### src/rtl/valid_array_pkg.sv
// Shared FSM encoding and default sizing for the valid-array flush controller.
package valid_array_pkg;

  typedef enum logic [1:0] {
    ST_IDLE   = 2'd0,
    ST_CLEAR  = 2'd1,
    ST_VERIFY = 2'd2,
    ST_CHECK  = 2'd3
  } flush_state_t;

  localparam int DEF_ELEMENT_BITS = 1;
  localparam int DEF_NUMBER_SETS  = 64;
  localparam int DEF_NUMBER_WAYS  = 16;

endpackage

### src/rtl/set_sweep_counter.sv
// Set pointer for the flush sweep: load-zero, increment, last-set flag.
module set_sweep_counter #(
  parameter int NUMBER_SETS   = 64,
  parameter int PTR_WIDTH     = 6
) (
  input  logic                 clk_in,
  input  logic                 reset_in,
  input  logic                 i_load_zero,
  input  logic                 i_inc,
  output logic [PTR_WIDTH-1:0] o_ptr,
  output logic                 o_last
);

  logic [PTR_WIDTH-1:0] r_ptr;
  logic                 w_last;

  assign w_last = (r_ptr == PTR_WIDTH'(NUMBER_SETS - 1));

  // Stepping past the last set returns to 0 so odd set counts never overrun.
  always_ff @(posedge clk_in or posedge reset_in) begin
    if (reset_in)
      r_ptr <= '0;
    else if (i_load_zero)
      r_ptr <= '0;
    else if (i_inc)
      r_ptr <= w_last ? '0 : r_ptr + PTR_WIDTH'(1);
  end

  assign o_ptr  = r_ptr;
  assign o_last = w_last;

endmodule

### src/rtl/valid_array_flush_ctrl.sv
// Flush controller for a set/way valid array: clears every set, reads each back,
// and reports the first set that did not read back as all zeros.
module valid_array_flush_ctrl
  import valid_array_pkg::*;
#(
  parameter int SINGLE_ELEMENT_SIZE_IN_BITS = DEF_ELEMENT_BITS,
  parameter int NUMBER_SETS                 = DEF_NUMBER_SETS,
  parameter int NUMBER_WAYS                 = DEF_NUMBER_WAYS,
  parameter int SET_PTR_WIDTH_IN_BITS       = $clog2(NUMBER_SETS)
) (
  input  logic                                               clk_in,
  input  logic                                               reset_in,
  input  logic                                               flush_req_in,
  input  logic                                               client_access_en_in,
  input  logic [SET_PTR_WIDTH_IN_BITS-1:0]                   client_set_addr_in,
  input  logic                                               client_write_en_in,
  input  logic [NUMBER_WAYS-1:0]                             client_way_select_in,
  input  logic [SINGLE_ELEMENT_SIZE_IN_BITS-1:0]             client_write_element_in,
  input  logic [SINGLE_ELEMENT_SIZE_IN_BITS*NUMBER_WAYS-1:0] read_set_valid_in,
  output logic                                               access_en_out,
  output logic [SET_PTR_WIDTH_IN_BITS-1:0]                   access_set_addr_out,
  output logic                                               write_en_out,
  output logic [NUMBER_WAYS-1:0]                             write_way_select_out,
  output logic [SINGLE_ELEMENT_SIZE_IN_BITS-1:0]             write_element_out,
  output logic                                               client_stall_out,
  output logic                                               flush_busy_out,
  output logic                                               flush_done_out,
  output logic                                               flush_error_out,
  output logic [SET_PTR_WIDTH_IN_BITS-1:0]                   flush_err_set_out
);

  flush_state_t                     r_state, w_next;
  logic                             w_load_zero, w_inc, w_last, w_accept;
  logic [SET_PTR_WIDTH_IN_BITS-1:0] w_ptr;
  logic                             r_rd_pending;
  logic [SET_PTR_WIDTH_IN_BITS-1:0] r_rd_addr;
  logic                             r_flush_error;
  logic [SET_PTR_WIDTH_IN_BITS-1:0] r_err_set;

  set_sweep_counter #(
    .NUMBER_SETS (NUMBER_SETS),
    .PTR_WIDTH   (SET_PTR_WIDTH_IN_BITS)
  ) u_set_sweep_counter (
    .clk_in      (clk_in),
    .reset_in    (reset_in),
    .i_load_zero (w_load_zero),
    .i_inc       (w_inc),
    .o_ptr       (w_ptr),
    .o_last      (w_last)
  );

  assign w_accept = (r_state == ST_IDLE) && flush_req_in;

  always_ff @(posedge clk_in or posedge reset_in) begin
    if (reset_in)
      r_state <= ST_IDLE;
    else
      r_state <= w_next;
  end

  always_comb begin
    w_next               = r_state;
    w_load_zero          = 1'b0;
    w_inc                = 1'b0;
    access_en_out        = 1'b0;
    access_set_addr_out  = '0;
    write_en_out         = 1'b0;
    write_way_select_out = '0;
    write_element_out    = '0;
    client_stall_out     = 1'b0;
    flush_busy_out       = 1'b0;
    flush_done_out       = 1'b0;
    case (r_state)
      ST_IDLE: begin
        // Held at zero during reset so the array sees no stray client access.
        if (!reset_in) begin
          access_en_out        = client_access_en_in;
          access_set_addr_out  = client_set_addr_in;
          write_en_out         = client_write_en_in;
          write_way_select_out = client_way_select_in;
          write_element_out    = client_write_element_in;
        end
        if (flush_req_in) begin
          w_load_zero = 1'b1;
          w_next      = ST_CLEAR;
        end
      end
      ST_CLEAR: begin
        access_en_out        = 1'b1;
        access_set_addr_out  = w_ptr;
        write_en_out         = 1'b1;
        write_way_select_out = '1;
        client_stall_out     = 1'b1;
        flush_busy_out       = 1'b1;
        w_inc                = 1'b1;
        if (w_last)
          w_next = ST_VERIFY;
      end
      ST_VERIFY: begin
        access_en_out       = 1'b1;
        access_set_addr_out = w_ptr;
        client_stall_out    = 1'b1;
        flush_busy_out      = 1'b1;
        w_inc               = 1'b1;
        if (w_last)
          w_next = ST_CHECK;
      end
      ST_CHECK: begin
        client_stall_out = 1'b1;
        flush_busy_out   = 1'b1;
        flush_done_out   = 1'b1;
        w_next           = ST_IDLE;
      end
      default: w_next = ST_IDLE;
    endcase
  end

  // Read data lags the VERIFY access by one cycle, so remember which set it belongs to.
  always_ff @(posedge clk_in or posedge reset_in) begin
    if (reset_in) begin
      r_rd_pending  <= 1'b0;
      r_rd_addr     <= '0;
      r_flush_error <= 1'b0;
      r_err_set     <= '0;
    end else begin
      r_rd_pending <= (r_state == ST_VERIFY);
      r_rd_addr    <= w_ptr;
      if (w_accept) begin
        r_flush_error <= 1'b0;
        r_err_set     <= '0;
      end else if (r_rd_pending && (|read_set_valid_in) && !r_flush_error) begin
        r_flush_error <= 1'b1;
        r_err_set     <= r_rd_addr;
      end
    end
  end

  assign flush_error_out   = r_flush_error;
  assign flush_err_set_out = r_err_set;

endmodule

### config.mk
export PLATFORM = sky130hd
export DESIGN_NAME = valid_array_flush_ctrl
export DESIGN_NICKNAME = d
export VERILOG_FILES = /design/src/rtl/valid_array_pkg.sv /design/src/rtl/set_sweep_counter.sv /design/src/rtl/valid_array_flush_ctrl.sv
export SDC_FILE = /design/constraint.sdc
export NUM_CORES = 1
export LEC_CHECK = 0
export BUFFER_PORTS_ARGS = -buffer_cell sky130_fd_sc_hd__buf_2
export CAP_MARGIN = 20
export CORE_UTILIZATION = 25
export DETAILED_ROUTE_END_ITERATION = 7
export PLACE_DENSITY = 0.51
export SKIP_CTS_REPAIR_TIMING = 1
export SYNTH_ARGS = -nofsm -noshare
export SYNTH_HDL_FRONTEND = slang
export SYNTH_SLANG_ARGS = --single-unit
### constraint.sdc
create_clock -name clk_in -period 1.9 [get_ports clk_in]
set_clock_uncertainty 0.2 [all_clocks]
set_input_delay 0.19 -clock clk_in [delete_from_list [all_inputs] [get_ports clk_in]]
set_output_delay 0.19 -clock clk_in [all_outputs]
set_load 0.05 [all_outputs]
* After elaboration in Yosys (flattened, before gate mapping)
Cells that the tools add are included.
** Cells by class
- Add/subtract/negate cells :: 1
- Equality and inequality tests :: 7
- Mux-type cells :: 26
- Reduce and logical (&&, ||, !) cells :: 11
** Operator list (count)
- $mux 6 :: 6
- $pmux 16 s2 :: 1
- $mux 16 :: 1
- $reduce_or 16->1 :: 1
- $pmux 6 s2 :: 1
- $mux 1 :: 11
- $pmux 2 s4 :: 1
- $add 6x1->6 const B :: 1
- $eq 6x6->1 const B :: 1
- $mux 2 :: 3
- $eq 2x2->1 const B :: 2
- $ne 2x1->1 const B :: 2
- $pmux 1 s2 :: 2
- $reduce_bool 2->1 :: 2
- $logic_and 1x1->1 :: 3
- $reduce_and 3->1 :: 1
- $reduce_or 3->1 :: 1
- $eq 2x1->1 const B :: 1
- $logic_not 2->1 :: 1
- $ne 2x2->1 const B :: 1
- $reduce_or 2->1 :: 1
- $logic_not 1->1 :: 1
** Storage, ports and cells
- Register bits :: 22
- Bits of input ports :: 44
- Output and inout bits :: 35
- Logic and storage cells :: 51

* Logic depth before layout (Yosys ltp)
Gate-level depths: netlist of run 1.
- Depth in word-level cells :: 5
- Gate-level depth with buffers :: 7
- Gate-level depth less buffers :: 6

* Hierarchy
From an unflattened synthesis of run 1, not the netlist that was laid out.
** Unflattened totals
- Cells, all modules :: 134
- Area, all modules :: 1318.8 um^2
** By module, submodules not included
- valid_array_flush_ctrl :: times used 1, cells an instance 99, area an instance 994.7 um^2, seq. area each 400.4 um^2
- set_sweep_counter :: times used 1, cells an instance 35, area an instance 324.1 um^2, seq. area each 150.1 um^2

* Worst setup path before layout of run 1
No wires, ideal clock.
- Path type :: reg-to-output
- Start :: register r_state[0]
- End :: output port access_set_addr_out[1]
- Arrival time :: 2.121 ns
- Data required time :: 1.510 ns
- Slack :: -0.611 ns
- Cell stages (with the launch flop) :: 8
- Path buffers :: 1
- Cell sequence :: dfrtp_1 inv_1 ha_1 inv_1 nor2_2 buf_2 a22oi_1 nor2_1
** Between the ends
- Longest elaborated chain between the ends :: 3
- Elaborated cells on any way between the ends :: 5
- Those cells by class :: 2 x eq/ne; 1 x mux; 2 x reduce/logical
** Ends and longest elaborated chain
- from (decl) :: line valid_array_flush_ctrl.sv:32 : flush_state_t r_state, w_next;
- from (signal assigned) :: line valid_array_flush_ctrl.sv:58 : r_state <= w_next;
- $eq 2x2->1 or $eq 2x1->1 (tied branches) :: line valid_array_flush_ctrl.sv:73 : case (r_state)
- $reduce_or 2->1 (no line)
- $pmux 6 s2 * :: line valid_array_flush_ctrl.sv:73
- to (decl) :: line valid_array_flush_ctrl.sv:21 : output logic [SET_PTR_WIDTH_IN_BITS-1:0] access_set_addr_out,
Every way passes the cells marked *; elsewhere a longest branch is shown, timed or not.

* Worst setup path in the final report of run 1
- Start :: register r_state[1]
- End :: output port access_set_addr_out[0]
Same word-level chain as after synthesis.

==> out/metrics.csv, run 1 <==
metric,value,unit
min Tclk post-route,2.06,ns
critical path data required time,1.51,ns
Peak VDD IR,220,uV
largest family of logic cells by synthesized area,compound AO/OA/AOI/OAI gates,
Final period util,108,%
most used routing layer in global routing,met2,
Startpoint Class,flop,
Root Buffer,clkbuf_8,
Buffers on Ports,78,
grt ovf,0,
met1 Use GR,15.4,%
Post-Syn Nets,180,
global-route wire length before repair,5.42,mm
CP Cell Sequence,"inv_2, ha_4, clkinvlp_4, nor2_4, buf_12, a22oi_1, nor2_4, buf_6",
Max Fclk,486,MHz
H-tree levels,1,
RSZ-0062 raised after global routing,yes,
DR pass1 iterations,4,
Comb power frac,6.7,%
Post-Syn Area per Cell,9.65,um2
total track usage,13.0,%
top-count cell post-synth,dfrtp_1,
Setup WS pre-CTS,0.0373,ns
ys async rst share,100,%
Min Hold Slack,0.0914,ns
Max-cap violations,0,
Initial Utilization,26.4,%
Ports,79,
Synth Area in Compound Gates,22.1,%
"CTS clk-pin slew, worst paths",0.08,ns
mux contribution to synthesized area,2.87,%
hpwl dp,2.52,mm
final wirelength,3.27,mm
post-synthesis sequential area ratio,43.6,%
Layout area overhead,72.6,%
"flops & latches, synth",22,
die height,73.1,um
Die Wd,73.1,um
top_reg_cell synth,dfrtp_1,
antenna fix cells,0,
max_slew headroom,72.1,%
met2 usage,22.8,%
largest net degree at the start of global routing,25,
Yosys top cell area share,43.6,%
Least-Margin Pin Slew,0.418,ns
Mapped Area,1260,um2
final design utilization,45.6,%
Leakage Power,1.12,nW
PD cells,442,nW/um2
Post-Synth XOR/XNOR Area,1.39,%
WS Path Type,reg -> out,
Site Rows,25,
synth top area cells,"dfrtp_1 (44%), a21o_1 (10%), ha_1 (5.0%)",
clk sinks,22,
Synth Area in Simple Gates,20.1,%
1st-iter DRT viols,21,
Max clock buf depth,2,
final worst slack,-0.157,ns
TritonCTS clock tree,built,
worst-path maximum fanout,24,
most instantiated cells after synthesis,"dfrtp_1 (22), a21o_1 (17), nor2_1 (12), nand3_1 (9), nand2_1 (8)",
Setup crit end kind,primary output,
# DRC,0,
TritonCTS Buffers,3,
RePlAce Congestion,0.806,
post-route cell area,2180,um2
"slowest stage cell, crit path",dfrtp_1,
Die ar.,5340,um2
antenna violations before repair,0,
Max Slew Vio Count,0,
layout cell share with drive strength beyond 1,62.7,%
Vias/cell,4.49,
CP dominant cell by count,nor2_4,
DP Area,1930,um2
vias in the first global route,1295,
Overall Power,965,uW
"Distinct cells, synth",32,
Critical path buffers and inverters,4,
Crit path arrival time,1.67,ns
status,"finished, violations left",
Fin. Hold Viols,0,
total number of vias,1276,
Sw Share,18.6,%
Hold Crit Class,in -> reg,
Net Switching,180,uW
Final nets,267,
synthesized instance count,131,
YS warnings,0,
met3 global-route usage,4.42,%
routed len/inst,11.5,um
Synth Area in Adders,4.95,%
CP peak stage delay,0.40,ns
CP top delay family,buffers and inverters,
Final ANT Viol Nets,0,
Post-synth EDFFs,0,
cell internal pwr,785,uW
Seq pwr share,48.5,%
Skew-Pair Late Insertion Delay,0.26,ns
"area leader, netlist",dfrtp_1,
core footprint,4790,um2
power share of the clock group,44.8,%
failing checks,setup timing,
Setup-failing EPs final,24,
-- worst reg2reg max path: cells and delay by family (launching register included) --
family	cells	cell delay [ns]
flops	1	0.40
buf+inv	3	0.34
compound gates	1	0.20
fa+ha+maj	1	0.17
mux	1	0.31
-- per-stage QoR --
| step | instances | TNS, ns |
|---|---|---|
| floorplan | 131 | -2.42 |
| global placement | 279 | 0 |
| detailed placement | 279 | 0 |
| CTS | 283 | -4.77 |
| global route | 284 | -4.35 |
| finish | 284 | -2.27 |
-- layer usage --
layer | vias up | wire length (um)
met4 | 0 | 8
met2 | 80 | 1390
met3 | 2 | 372
met5 | - | 0
met1 | 551 | 1500
li1 | 643 | -
-- cell families after synthesis --
group                      count (synthesis)
and+or+nand+nor                           46
buffers and inverters                     14
adders and majority gates                  5
muxes                                      3
xor gates and xnor gates                   2
AOI/OAI and AO/OA                         39
DFF                                       22
-- path summary, 6_finish.rpt --
check                                                    to                                startpoint  cells past startpoint  slack (ns)
hold reg to reg                      r_rd_addr[2]$_DFF_PP0_  u_set_sweep_counter.o_ptr[2]$_DFFE_PP0P_                      0        0.23
setup reg to reg                     r_state[1]$_DFFE_PP0P_                    r_state[1]$_DFFE_PP0P_                      6        0.17
min in group asynchronous            r_state[0]$_DFFE_PP0P_                                  reset_in                      4        0.37
hold / removal                  flush_error_out$_DFFE_PP0P_                      read_set_valid_in[6]                      5        0.09
setup / recovery                     access_set_addr_out[0]                    r_state[1]$_DFFE_PP0P_                      8       -0.16
max in group asynchronous  flush_err_set_out[0]$_DFFE_PP0P_                                  reset_in                      4        0.90
-- power groups by stage --
stage / Combinational (mW) / Sequential, mW / Clock [mW]
3_3_place_gp: 0.0638 / 0.477 / 0
2_1_floorplan: 0.0109 / 0.477 / 0
6_report: 0.0648 / 0.468 / 0.432
5_1_grt: 0.0729 / 0.468 / 0.468
4_1_cts: 0.0649 / 0.468 / 0.444
3_5_place_dp: 0.0645 / 0.477 / 0
-- placed cells by master, fill, tap and decap left out, drive strengths merged, types with 3 or more instances in the layout --
master  Yosys  routed
dfrtp      22      22
a21o       17      17
a21oi       5       5
nand2       8       8
nor2       13      13
and3        4       4
nand4       3       3
a22oi       6       6
buf         6      91
inv         4       3
nor4        4       4
o21ai       7       7
nand3       9       9
ha          5       5
clkbuf      4       3
-- cell type report --
type                    instances  area, um2
clock buffers                   3       41.3
multi-input cells              95        761
fillers                       467       2610
well taps                      67       83.8
repair buffers                 92        696
inverters                       4       18.8
flip-flops and latches         22        551
clock inverters                 1       30.0
-- registers in the layout, indices dropped and copies added (netlist names) --
name and flops:
flush_err_set_out 6, r_rd_addr 6, u_set_sweep_counter.o_ptr 6, r_state 2, flush_error_out 1, r_rd_pending 1
Power figures use the tool's default switching activity.
==> run 2: changes to the inputs <==
Clock period 1.9 ns to 1.91 ns, I/O delays scaled along.
==> out/metrics.csv, run 2 (synthesis results as in run 1) <==
metric,value,unit,change
Buffers on Ports,78,,unchanged
final wirelength,3.49,mm,was 3.27 mm
Placed Cells,278,,was 279
RePlAce Congestion,0.798,,was 0.806
RSZ-0062 raised after global routing,yes,,unchanged
routed len/inst,12.3,um,was 11.5 um
Critical path buffers and inverters,4,,unchanged
hold wc startpoint,read_set_valid_in[1],,was read_set_valid_in[6]
clk sinks,22,,unchanged
max_slew headroom,71.2,%,was 72.1%
"CTS clk-pin slew, worst paths",0.08,ns,about the same
global-route wire length before repair,5.43,mm,was 5.42 mm
final design utilization,45.2,%,was 45.6%
hpwl dp,2.52,mm,about the same
setup TNS,-1.98,ns,was -2.27 ns
Crit path arrival time,1.67,ns,about the same
Final period util,108,%,
grt ovf,0,,unchanged
Die Wd,73.1,um,unchanged
CP peak stage delay,0.39,ns,was 0.40 ns
Setup-failing EPs final,24,,unchanged
WS Path Type,reg -> out,,unchanged
Least-Margin Pin Slew,0.431,ns,was 0.418 ns
status,"finished, violations left",,unchanged
layout cell share with drive strength beyond 1,62.5,%,was 62.7%
TritonCTS clock tree,built,,unchanged
Max-cap violations,0,,unchanged
Layout area overhead,71.1,%,was 72.6%
Initial Utilization,26.4,%,unchanged
Max Slew Vio Count,0,,unchanged
"commonest non-fill, non-tap cell in the layout",buf_2,,unchanged
PD cells,446,nW/um2,was 442 nW/um2
Skew-Pair Late Insertion Delay,0.26,ns,about the same
antenna violations before repair,0,,unchanged
post-route cell area,2160,um2,was 2180 um2
DP Area,1920,um2,was 1930 um2
final worst slack,-0.148,ns,was -0.157 ns
Finished Layout Cells,283,,was 284
"slowest stage cell, crit path",dfrtp_1,,unchanged
Root Buffer,clkbuf_8,,unchanged
DR pass1 iterations,4,,unchanged
Overall Power,964,uW,was 965 uW
CP top delay family,buffers and inverters,,unchanged
critical path data required time,1.52,ns,was 1.51 ns
CP Cell Sequence,"inv_2, ha_4, clkinvlp_4, nor2_4, buf_12, a22oi_1, nor2_4, buf_6",,unchanged
Peak VDD IR,237,uV,was 220 uV
Fin. Hold Viols,0,,unchanged
Max Fclk,486,MHz,
# DRC,0,,unchanged
Hold Crit Class,in -> reg,,unchanged
die height,73.1,um,unchanged
failing checks,setup timing,,unchanged
total track usage,13.1,%,was 13.0%
TritonCTS Buffers,3,,unchanged
"commonest cells after routing, fill and taps aside","buf_2 (54), dfrtp_1 (22), buf_6 (21), a21o_2 (16), buf_4 (10)",,"was buf_2 (54), dfrtp_1 (22), buf_6 (18), a21o_2 (16), buf_4 (11)"
Ports,79,,unchanged
Setup crit end kind,primary output,,unchanged
largest net degree at the start of global routing,25,,unchanged
RR Startpoint,r_state[1]$_DFFE_PP0P_,,unchanged
core footprint,4790,um2,unchanged
Vias/cell,4.67,,was 4.49
antenna fix cells,0,,unchanged
Startpoint Class,flop,,unchanged
min Tclk post-route,2.06,ns,
H-tree levels,1,,unchanged
1st-iter DRT viols,46,,was 21
vias in the first global route,1260,,was 1295
CP dominant cell by count,nor2_4,,unchanged
flop-to-flop setup slack,0.20,ns,was 0.17 ns
Final ANT Viol Nets,0,,unchanged
worst-path maximum fanout,24,,unchanged
Final nets,266,,was 267
Die ar.,5340,um2,unchanged
Leakage Power,1.11,nW,was 1.12 nW
Site Rows,25,,unchanged
crit path launch,r_state[1]$_DFFE_PP0P_,,unchanged
Max clock buf depth,2,,unchanged
total number of vias,1321,,was 1276
## run 2: area by class of cell
cell class	instances	area, um2
fill	453	2620
multi-input combinational	95	761
timing repair buffer	91	677
sequential	22	551
tap	67	83.8
clock buffer	3	41.3
clock inverter	1	30.0
inverter	4	18.8
## run 2: tightest hold or removal path: cells and delay by family
| kind | cells | cell delay [ns] |
|---|---|---|
| buf+inv | 1 | 0.08 |
| compound gates | 1 | 0.07 |
| simple gates | 3 | 0.17 |
## run 2: metal layers
metal  track usage, %  part of all wire, %
met4             2.83                 0.72
met2             23.1                   45
met1             15.6                   44
met5                0                    0
met3             4.01                   10
## run 2: per-stage QoR
step	hold WS [ns]	setup WS, ns
floorplan	-0.0144	-0.140
global placement	0.116	0.0748
detailed placement	0.117	0.0613
CTS	-0.178	-0.239
global route	0.155	-0.257
finish	0.0887	-0.148
## run 2: where the power goes
| part | internal, mW | switching (mW) |
|---|---|---|
| registers | 0.465 | 0.000000200 |
| logic | 0.0362 | 0.0289 |
| clock network | 0.280 | 0.153 |
| total | 0.782 | 0.182 |
## run 2: path summary, 6_finish.rpt
path                                                     to  depth (start not counted)
max                                  access_set_addr_out[3]                          8
min                             flush_error_out$_DFFE_PP0P_                          5
max reg2reg                          r_state[1]$_DFFE_PP0P_                          6
min reg2reg                flush_err_set_out[3]$_DFFE_PP0P_                          2
max in group asynchronous            r_rd_addr[0]$_DFF_PP0_                          4
min in group asynchronous            r_state[0]$_DFFE_PP0P_                          4
==> run 3: changes to the inputs <==
Settings changed: CORE_UTILIZATION 25 to 42, PLACE_DENSITY 0.51 to 0.78.
==> out/metrics.csv, run 3 (synthesis results as in run 1) <==
metric,value,unit,change
status,"finished, violations left",,unchanged
failing checks,"DRC, setup timing",,was setup timing
Ports,79,,unchanged
DR pass1 iterations,6,,was 4
Setup crit end kind,primary output,,unchanged
hpwl dp,2.48,mm,was 2.52 mm
"commonest non-fill, non-tap cell in the layout",buf_2,,unchanged
TritonCTS clock tree,built,,unchanged
grt ovf,0,,unchanged
final worst slack,-0.300,ns,was -0.148 ns
CP Cell Sequence,"inv_2, ha_4, clkinvlp_4, nor2_4, buf_12, a22oi_1, nor2_4, buf_6",,unchanged
Hold Crit Class,in -> reg,,unchanged
Max clock buf depth,2,,unchanged
Die Wd,56.9,um,was 73.1 um
min Tclk post-route,2.21,ns,was 2.06 ns
Setup WS pre-CTS,-0.0235,ns,was 0.0613 ns
Leakage Power,1.10,nW,was 1.11 nW
Root Buffer,clkbuf_4,,was clkbuf_8
Fin. Hold Viols,0,,unchanged
Peak VDD IR,228,uV,was 237 uV
Setup-failing EPs final,24,,unchanged
clk sinks,22,,unchanged
Initial Utilization,45.0,%,was 26.4%
Final nets,265,,was 266
Max-cap violations,0,,unchanged
Max Fclk,452,MHz,was 486 MHz
RSZ-0062 raised after global routing,yes,,unchanged
layout cell share with drive strength beyond 1,62.3,%,was 62.5%
Site Rows,19,,was 25
critical path data required time,1.52,ns,about the same
Crit path arrival time,1.82,ns,was 1.67 ns
final wirelength,3.60,mm,was 3.49 mm
# DRC,12,,was 0
max_slew headroom,70.4,%,was 71.2%
Least-Margin Pin Slew,0.444,ns,was 0.431 ns
Vias/cell,5.42,,was 4.67
Max Slew Vio Count,0,,unchanged
Critical path buffers and inverters,4,,unchanged
core footprint,2810,um2,was 4790 um2
global-route wire length before repair,4.88,mm,was 5.43 mm
Die ar.,3230,um2,was 5340 um2
Buffers on Ports,78,,unchanged
Layout fillers,189,,was 453
Final ANT Viol Nets,0,,unchanged
WS Path Type,reg -> out,,unchanged
die height,56.9,um,was 73.1 um
"commonest cells after routing, fill and taps aside","buf_2 (53), dfrtp_1 (22), a21o_2 (16), buf_6 (16), buf_4 (10)",,"was buf_2 (54), dfrtp_1 (22), buf_6 (21), a21o_2 (16), buf_4 (10)"
vias in the first global route,1173,,was 1260
Startpoint Class,flop,,unchanged
total track usage,19.5,%,was 13.1%
antenna violations before repair,0,,unchanged
1st-iter DRT viols,56,,was 46
RePlAce Congestion,0.758,,was 0.798
worst-path maximum fanout,24,,unchanged
total number of vias,1333,,was 1321
"CTS clk-pin slew, worst paths",0.12,ns,was 0.08 ns
TritonCTS Buffers,3,,unchanged
"slowest stage cell, crit path",dfrtp_1,,unchanged
Final period util,116,%,was 108%
PD cells,419,nW/um2,was 446 nW/um2
Skew-Pair Late Insertion Delay,0.31,ns,was 0.26 ns
CP peak stage delay,0.43,ns,was 0.39 ns
antenna fix cells,0,,unchanged
routed len/inst,14.6,um,was 12.3 um
CP top delay family,buffers and inverters,,unchanged
Overall Power,885,uW,was 964 uW
CP dominant cell by count,nor2_4,,unchanged
H-tree levels,1,,unchanged
Layout area overhead,67.1,%,was 71.1%
largest net degree at the start of global routing,25,,unchanged
## run 3: cell count changes in the layout (fill, tap and decap cells not counted), sizes merged
cell and change:
buf -1
## run 3: worst reg2reg max path, cell delays in order (launching register included)
cell and delay (ns):
dfrtp_1 0.45, ha_1 0.27, and3_1 0.21, o22ai_2 0.17, mux2_4 0.31
## run 3: power by group
group          leakage (nW)  internal (mW)  switching [mW]
Sequential            0.263          0.466     0.000000249
Combinational         0.813         0.0363          0.0301
Clock                0.0279          0.212           0.141
Total                  1.10          0.714           0.171
## run 3: stage by stage
step / hold slack [ns] / area, um2 / setup TNS (ns) / instances / util, %
3_5_place_dp: 0.0846 / 1850 / -0.0631 / 239 / 66.0
5_1_grt: 0.0710 / 2110 / -7.83 / 246 / 75.3
6_report: 0.0361 / 2110 / -5.19 / 246 / 75.3
2_1_floorplan: -0.0144 / 1390 / -2.20 / 131 / -
4_1_cts: -0.260 / 1900 / -7.39 / 243 / 67.9
3_3_place_gp: 0.0853 / 1850 / 0 / 239 / 66.0
## run 3: final timing paths
path	depth (start not counted)	to	slack, ns	start
max	8	access_set_addr_out[4]	-0.30	r_state[0]$_DFFE_PP0P_
min	5	flush_error_out$_DFFE_PP0P_	0.04	read_set_valid_in[6]
min in group asynchronous	4	flush_error_out$_DFFE_PP0P_	0.33	reset_in
max in group asynchronous	4	flush_err_set_out[2]$_DFFE_PP0P_	0.96	reset_in
max reg2reg	4	r_state[1]$_DFFE_PP0P_	0.20	u_set_sweep_counter.o_ptr[0]$_DFFE_PP0P_
min reg2reg	2	flush_err_set_out[0]$_DFFE_PP0P_	0.30	r_rd_addr[0]$_DFF_PP0_
## run 3: final cells by class
class	instances	area, um2	share of cell area, %
Multi-Input combinational cell	95	761	36.0
Timing Repair Buffer	90	691	32.7
Sequential cell	22	551	26.1
Tap cell	31	38.8	1.84
Clock inverter	1	30.0	1.42
Clock buffer	3	22.5	1.07
Inverter	4	18.8	0.889
## run 3: routing by layer
metal	vias to the layer above	routed length [um]	track usage, %	share of wire, %
li1	638	-	-	-
met1	613	1380	22.6	38
met2	77	1820	35.9	50
met3	5	368	4.15	10
met4	0	30	5.57	0.83
met5	-	0	0	0
